$ cat config.mk
export PLATFORM = sky130hd
export DESIGN_NAME = sub_16bit_seq
export DESIGN_NICKNAME = d
export VERILOG_FILES = /design/src/rtl/sub_16bit_seq.sv
export SDC_FILE = /design/constraint.sdc
export NUM_CORES = 1
export LEC_CHECK = 0
export ABC_AREA = 1
export ABC_CLOCK_PERIOD_IN_PS = 1930
export BUFFER_PORTS_ARGS = -buffer_cell sky130_fd_sc_hd__buf_2
export CAP_MARGIN = 30
export CORE_MARGIN = 4
export CORE_UTILIZATION = 45
export CTS_BUF_LIST = sky130_fd_sc_hd__clkbuf_8
export DETAILED_ROUTE_END_ITERATION = 8
export PLACE_DENSITY = 0.75
export SLEW_MARGIN = 20
export SYNTH_ARGS = -nofsm -noshare
export SYNTH_HDL_FRONTEND = slang
export SYNTH_SLANG_ARGS = --single-unit
$ cat constraint.sdc
create_clock -name clk -period 1.93 [get_ports clk]
set_input_delay 0.0965 -clock clk [delete_from_list [all_inputs] [get_ports clk]]
set_output_delay 0.0965 -clock clk [all_outputs]
set_load 0.03 [all_outputs]
$ cat src/rtl/sub_16bit_seq.sv
// sub_16bit_seq: multi-cycle W-bit subtractor computing z = x - y one 4-bit
// slice per clock (LSB first) with carry-lookahead slice logic, plus sign,
// zero, borrow, even-parity and signed-overflow flags.
// Optional feature macro: SUB16_SAT_EN (saturate z on signed overflow).
module sub_16bit_seq #(
  parameter int W = 16
) (
  input  logic         clk,
  input  logic         rst_n,
  input  logic         start,
  input  logic [W-1:0] x,
  input  logic [W-1:0] y,
  output logic         busy,
  output logic         done,
  output logic [W-1:0] z,
  output logic         sign,
  output logic         zero,
  output logic         borrow,
  output logic         parity,
  output logic         overflow
);

  localparam int NS = W / 4;          // number of slice cycles
  localparam int CW = $clog2(NS);     // slice counter width (NS >= 2)

  // Reject widths the slice datapath cannot handle.
  if ((W < 8) || ((W % 4) != 0)) begin : g_bad_width
    $error("sub_16bit_seq: W must be a multiple of 4 and at least 8");
  end

  typedef enum logic [1:0] {IDLE, CALC, DONE} state_t;

  state_t        state_q, state_d;
  logic [CW-1:0] cnt_q, cnt_d;
  logic [W-1:0]  a_q, a_d;            // minuend, shifted right one slice per cycle
  logic [W-1:0]  b_q, b_d;            // ~subtrahend, shifted the same way
  logic          c_q, c_d;            // carry registered between slices
  logic [W-1:0]  acc_q, acc_d;        // result accumulated from the top down
  logic [W-1:0]  z_q, z_d;
  logic          sign_q, sign_d;
  logic          zero_q, zero_d;
  logic          borrow_q, borrow_d;
  logic          parity_q, parity_d;
  logic          ovf_q, ovf_d;

  logic [3:0]    g, p, cv;
  logic [3:0]    slice_sum;
  logic          slice_cout;
  logic [W-1:0]  z_raw, z_fin;
  logic          ovf_raw;
  logic          last_slice;
  logic          accept;

  // Carry-lookahead adder for the current 4-bit slice (a + ~y + carry).
  always_comb begin
    g          = a_q[3:0] & b_q[3:0];
    p          = a_q[3:0] ^ b_q[3:0];
    cv[0]      = c_q;
    cv[1]      = g[0] | (p[0] & c_q);
    cv[2]      = g[1] | (p[1] & g[0]) | (p[1] & p[0] & c_q);
    cv[3]      = g[2] | (p[2] & g[1]) | (p[2] & p[1] & g[0])
               | (p[2] & p[1] & p[0] & c_q);
    slice_cout = g[3] | (p[3] & g[2]) | (p[3] & p[2] & g[1])
               | (p[3] & p[2] & p[1] & g[0]) | (p[3] & p[2] & p[1] & p[0] & c_q);
    slice_sum  = p ^ cv;
  end

  // Final result as seen during the last slice; on that cycle a_q[3]/b_q[3]
  // hold x[W-1] and ~y[W-1] because the operands have been shifted down.
  always_comb begin
    z_raw   = {slice_sum, acc_q[W-1:4]};
    ovf_raw = (a_q[3] ^ ~b_q[3]) & (z_raw[W-1] ^ a_q[3]);
`ifdef SUB16_SAT_EN
    if (ovf_raw) begin
      z_fin = a_q[3] ? {1'b1, {(W-1){1'b0}}} : {1'b0, {(W-1){1'b1}}};
    end else begin
      z_fin = z_raw;
    end
`else
    z_fin = z_raw;
`endif
  end

  assign last_slice = (cnt_q == CW'(NS - 1));
  assign accept     = start && ((state_q == IDLE) || (state_q == DONE));

  // Next-state, datapath and result-register update.
  always_comb begin
    // NOTE: every signal gets a default first so no path leaves it unassigned,
    // which would otherwise infer a latch.
    state_d  = state_q;
    cnt_d    = cnt_q;
    a_d      = a_q;
    b_d      = b_q;
    c_d      = c_q;
    acc_d    = acc_q;
    z_d      = z_q;
    sign_d   = sign_q;
    zero_d   = zero_q;
    borrow_d = borrow_q;
    parity_d = parity_q;
    ovf_d    = ovf_q;

    case (state_q)
      CALC: begin
        acc_d = z_raw;
        a_d   = {4'b0000, a_q[W-1:4]};
        b_d   = {4'b0000, b_q[W-1:4]};
        c_d   = slice_cout;
        cnt_d = cnt_q + 1'b1;
        if (last_slice) begin
          state_d  = DONE;
          z_d      = z_fin;
          sign_d   = z_fin[W-1];
          zero_d   = ~|z_fin;
          parity_d = ~^z_fin;
          borrow_d = ~slice_cout;
          ovf_d    = ovf_raw;
        end
      end
      DONE:    state_d = IDLE;
      default: state_d = IDLE;
    endcase

    // Start is honoured only in IDLE or DONE; in CALC it is ignored.
    if (accept) begin
      state_d = CALC;
      a_d     = x;
      b_d     = ~y;
      c_d     = 1'b1;
      cnt_d   = '0;
      acc_d   = '0;
    end
  end

  // State and data registers; reset clears everything and aborts any operation.
  always_ff @(posedge clk or negedge rst_n) begin
    if (!rst_n) begin
      state_q  <= IDLE;
      cnt_q    <= '0;
      a_q      <= '0;
      b_q      <= '0;
      c_q      <= 1'b0;
      acc_q    <= '0;
      z_q      <= '0;
      sign_q   <= 1'b0;
      zero_q   <= 1'b0;
      borrow_q <= 1'b0;
      parity_q <= 1'b0;
      ovf_q    <= 1'b0;
    end else begin
      // NOTE: non-blocking assignments so every register samples pre-edge values.
      state_q  <= state_d;
      cnt_q    <= cnt_d;
      a_q      <= a_d;
      b_q      <= b_d;
      c_q      <= c_d;
      acc_q    <= acc_d;
      z_q      <= z_d;
      sign_q   <= sign_d;
      zero_q   <= zero_d;
      borrow_q <= borrow_d;
      parity_q <= parity_d;
      ovf_q    <= ovf_d;
    end
  end

  assign busy     = (state_q == CALC);
  assign done     = (state_q == DONE);
  assign z        = z_q;
  assign sign     = sign_q;
  assign zero     = zero_q;
  assign borrow   = borrow_q;
  assign parity   = parity_q;
  assign overflow = ovf_q;

endmodule
Word-level counts from Yosys, hierarchy flattened
Index checks and enable logic that the tools add are counted.

word-level totals
  flip-flop bits (word level) = 74
  bits in latches = 0
  RAM bits = 0
  memory bits (read-only) = 0
  input bits = 35
  output and inout bits = 23
  logic and storage cells = 73
  memories kept = 0

cells by class
  add/sub/neg operators = 1
  multipliers = 0
  divide/modulo/power cells = 0
  magnitude comparators = 0
  eq/ne operators = 4
  shift operators = 0
  multiplexer cells = 13
  bitwise operators = 35
  reductions and logical operators = 8

operator list
  operator               count
  $mux W16               6
  $and A1 B1 Y1          17
  $not A16 Y16           1
  $reduce_or A16 Y1      1
  $reduce_xnor A16 Y1    1
  $mux W2                5
  $or A1 B1 Y1           10
  $xor A4 B4 Y4          2
  $and A4 B4 Y4          1
  $eq A2 B2 Y1 const B   2
  $ne A3 B1 Y1 const B   1
  $add A2 B1 Y2 const B  1
  $eq A2 B1 Y1 const B   1
  $logic_not A2 Y1       1
  $mux W1                2
  $not A1 Y1             2
  $reduce_and A2 Y1      1
  $reduce_bool A2 Y1     1
  $xor A1 B1 Y1          2
  $logic_and A1 B1 Y1    1
  $logic_not A1 Y1       1
  $logic_or A1 B1 Y1     1

Depth between registers and ports, before layout
  depth in word-level cells = 8
  mapped depth = 14
  gate-level depth less buffers = 14

Worst setup path before layout
OpenSTA, ideal clock, no wires.

  path type = flip-flop to flip-flop
  from = register a_q[0]
  to = register parity_q (netlist: parity)
  setup time = 0.117 ns
  arrival = 1.822 ns
  setup slack = -0.010 ns
  cell stages (with the launch flop) = 15
  path buffers = 0
  period minus slack after synthesis = 1.940 ns
  cell sequence = dfrtp_1 -> inv_1 -> fa_1 -> xor2_1 -> ha_1 -> inv_1 -> nand3_1 -> nand2_1 -> inv_1 -> nand2_1 -> nand2_1 -> inv_1 -> nand3_1 -> nand3_1 -> nand2_1

on the way
  longest elaborated chain between the ends = 6
  elaborated cells on any way between the ends = 16

RTL lines
  element                                                RTL line    source
  start, declared                                        35          logic [W-1:0] a_q, a_d;
  start signal, assigned                                 141         a_q <= '0;
  start signal, assigned                                 155         a_q <= a_d;
  $and A4 B4 Y4 / $xor A4 B4 Y4 (equally long branches)  56, 57
  $and A1 B1 Y1, on equally long branches                60, 61, 62
  $or A1 B1 Y1 (tied with other cells)                   60          cv[2] = g[1] | (p[1] & g[0]) | (p[1] & p[0] & c_q);
  $or A1 B1 Y1, on equally long branches                 60, 62
  $xor A4 B4 Y4 *                                        65          slice_sum = p ^ cv;
  $reduce_xnor A16 Y1 *                                  116         parity_d = ~^z_fin;
  end signal, assigned                                   163         parity_q <= parity_d;
  end, declared                                          43          logic parity_q, parity_d;

Mark *: on every way between the ends. The rest lies on a longest branch, timed or not.
A chain may end at the register's enable or synchronous reset.

Final worst setup path
  from = register b_q[0]
  to = register parity_q (netlist: parity)

on the way
  longest elaborated chain between the ends = 6
  elaborated cells on any way between the ends = 16

RTL lines
  element                                                RTL line    source
  start, declared                                        36          logic [W-1:0] b_q, b_d;
  start signal, assigned                                 142         b_q <= '0;
  start signal, assigned                                 156         b_q <= b_d;
  $and A4 B4 Y4 / $xor A4 B4 Y4 (equally long branches)  56, 57
  $and A1 B1 Y1, on equally long branches                60, 61, 62
  $or A1 B1 Y1 (tied with other cells)                   60
  $or A1 B1 Y1, on equally long branches                 60, 62
  $xor A4 B4 Y4 *                                        65
  $reduce_xnor A16 Y1 *                                  116

Marks and branches as above.

==> summary.md <==
| Metric | Value |
|---|---|
| Ys flop type | `dfrtp_1` |
| EDFF count, synth | `0` |
| Final Max Slew Viols | `0` |
| Via-per-instance ratio | `roughly 5.1` |
| Maximum clock rate | `517.5 MHz` |
| Post-Syn Instances | `approximately 330` |
| Leakage Power | `2.068 nW` |
| Reg area | `approximately 1700 um^2` |
| Vias | `approximately 2600` |
| Largest net degree at the start of global routing | `70` |
| Pre-CTS setup slack | `-0.01672 ns` |
| PnR worst setup slack | `-0.002438 ns` |
| RD Place Congestion | `approximately 0.8` |
| Worst path cell trace | `inv_2 > fa_2 > xor2_2 > ha_1 > inv_1 > nand3_1 > nand2_1 > inv_1 > nand2_1 > nand2_1 > inv_1 > nand3_1 > nand3_1 > nand2_1` |
| Most frequent cells after synthesis | `nand2_1, dfrtp_1, inv_1, o21ai_0, o221ai_1` |
| Area of the mapped netlist | `between 3000 and 4000 um^2` |
| Most frequent cell after synthesis | `nand2_1` |
| Die area | `a little over 8000 um^2` |
| Critical Path RT | `~2.2 ns` |
| Worst-Skew Late Latency | `between 0.3 and 0.4 ns` |
| N_diodes | `0` |
| Synth top area share | `0.5562` |
| Area leader, netlist | `dfrtp_1` |
| Critical path capture point type | `flop` |
| Core area | `6756 um^2` |
| Area occupied by multi-input gates | `~1100 um^2` |
| Worst EP arrival | `~2.2 ns` |
| CP max FO | `2` |
| Routed wire length | `roughly 7300 um` |
| # nets final | `~480` |
| Skew final | `0.007168 ns` |
| Die Wd | `between 90 and 100 um` |
| Vias in the first global route | `between 2000 and 3000` |
| DR iter-0 viols | `between 80 and 90` |
| First-pass GRT wire length | `approximately 13000 um` |
| Period utilization | `1.001` |
| DR WL/cell | `between 10 and 15 um` |
| Failing checks | `setup timing` |
| Number of fill cells | `about 600` |
| Status | `complete, but fails checks` |
| Placed wire-length estimate | `between 4000 and 5000 um` |
| Register clock-pin slew on the reported worst setup and hold paths | `approximately 0.08 ns` |
| Syn nets | `between 300 and 400` |
| RSZ-0062 raised after global routing | `yes` |
| VDD IR max | `a little over 900 uV` |
| Slew @ Worst Pin | `0.4514 ns` |
| CTS sink cnt | `69` |
| Initial antenna violation count | `0` |
| Hold Vio Cnt, Final | `0` |
| FF+latch count, synth | `between 60 and 70` |
| Share of layout cells above drive strength 1 | `0.2426` |
| Hold crit path type | `in2reg` |
| Syn. warnings | `0` |
| Ports | `slightly below 60` |
| Crit path largest cell delay | `roughly 0.40 ns` |
| TritonRoute pass-1 iters | `4` |
| Compound-cell area share of the yosys netlist | `0.1423` |
| Startpoint Class | `flop` |
| Total global routing overflow | `0` |
| Crit path time final | `between 1.5 and 2 ns` |
| PwrDens | `~1900 nW/um^2` |
| Slowest cell on the critical path | `fa_2` |
| WS Path Type | `reg2reg` |
| Area grow syn2layout | `31.48%` |
| Avg Inst Size Synth | `approximately 9.4 um^2` |
| Layout Utilization | `0.6041` |
| H-tree depth reported by CTS | `3` |
| Post-synthesis mux area share | `0` |
| Max Cap Violations | `0` |
| Simple-Gate Fraction of Synth Area | `0.1572` |
| Ys async rst share | `1.000` |
| Die H | `between 90 and 100 um` |
| Final setup vio count | `1` |
| Post-synth cell types | `26` |
| Post-synthesis xor/xnor area fraction | `0.002821` |
| Cell types occupying the most area after synthesis | `dfrtp_1, nand2_1, inv_1` |
| Synth Area in Adders | `0.05885` |
| Rel. slew slack | `0.6987` |
| Detail Route Antenna Nets | `0` |
| TritonCTS clock tree | `built` |
| Tot GR Track Use | `0.1928` |
| DRC | `0` |
| CTS Root Cell | `clkbuf_8` |
| CTS buffer count | `9` |
| PortBufs | `57` |
| Largest family of logic cells by synthesized area | `simple AND/OR/NAND/NOR gates` |
| Cell Rows | `30` |
| Clock Tree Buf Depth | `2` |
| Initial Util | `0.4594` |
| Sequential area share after synthesis | `0.5562` |
| Critical Path Most Common Cell | `nand2_1` |
==> cells by family after synthesis <==
logic type      Yosys count
simple gates            115
flops                    69
compound gates           67
buf+inv                  65
fa+ha+maj                14
xor+xnor                  1
==> layer usage <==
metal  GRT usage  vias to the layer above  part of all wire  wire length (um)
met5           0                        -                 0                 0
met4     0.08543                        0             0.026               189
met3     0.04640                       21             0.062               450
met2      0.3354                       84              0.50              3665
met1      0.2251                     1229              0.41              2996
li1            -                     1302                 -                 -
==> stage by stage <==
| step | instances | instance area [um^2] | hold WS [ns] | power [mW] | TNS (ns) |
|---|---|---|---|---|---|
| global placement | 465 | 3523 | 0.1429 | 6.171 | 0 |
| floorplan | 331 | 3107 | -0.1991 | 5.274 | 0 |
| global route | 517 | 4081 | 0.009562 | 8.420 | -0.2088 |
| detailed placement | 465 | 3523 | 0.1485 | 6.335 | -0.01672 |
| CTS | 516 | 4074 | 0.003727 | 7.692 | -0.01420 |
| finish | 517 | 4081 | 0.01902 | 7.663 | -0.002438 |
==> state kept, by name, summed over array words and instances (netlist names), 2 cells and up <==
register and count:
a_q 16, z 16, b_q 16, cnt_q 2, state_q 2, acc_q 12
==> power by group <==
| part | switching, mW | leakage (nW) | internal (mW) |
|---|---|---|---|
| Sequential | 0.267 | 0.878 | 2.08 |
| Clock | 0.551 | 0.0943 | 0.627 |
| Combinational | 2.59 | 1.10 | 1.55 |
| Total | 3.41 | 2.07 | 4.25 |
==> what timing repair did <==
item / in CTS / in global routing
endpoints found under the hold margin: 100 / 0
setup endpoints to repair: 1 / 1
hold buffers: 32 / 0
pin swaps: 3 / 0
buffers inserted: 3 / 1
resized for setup: 3 / 0
==> cell usage in the layout, fill, tap and decap left out, types with 2 or more instances in the layout <==
master	instances
nand2_1	82
dfrtp_1	69
buf_2	57
inv_1	44
dlygate4sd3_1	32
o21ai_0	24
o221ai_1	18
o22ai_1	14
buf_4	14
ha_1	13
nand3_1	11
clkbuf_8	10
nor2_1	9
nand2_2	7
inv_2	6
o211ai_1	6
nand4_1	3
clkinv_2	3
clkinvlp_4	3
a21oi_1	2
==> area by class of cell <==
cell class                      count  share of cell area
Sequential cell                    69              0.4231
Clock inverter                      6             0.01533
Multi-Input combinational cell    197              0.2771
Clock buffer                       10             0.03372
Tap cell                           80             0.02452
Timing Repair Buffer              104              0.1790
Inverter                           51             0.04721
==> final timing paths <==
path,from,end,slack (ns),cells past startpoint
setup / recovery,b_q[0],parity,-0.002,14
hold / removal,x[2],a_q[2],0.02,3
setup reg to reg,b_q[0],parity,-0.002,14
hold reg to reg,cnt_q[0],cnt_q[0],0.48,1
max in group asynchronous,rst_n,z[3],1.33,3
min in group asynchronous,rst_n,z[7],0.29,3
==> worst max-delay path, delay by kind of cell, from the launching register on <==
family                   cells  cell delay [ns]
adder cells (fa/ha/maj)      2             0.69
AND/OR/NAND/NOR              7             0.42
flip-flops                   1             0.37
buffers and inverters        4             0.20
XOR/XNOR                     1             0.16
Note: power is estimated with default switching activity, not from simulation.
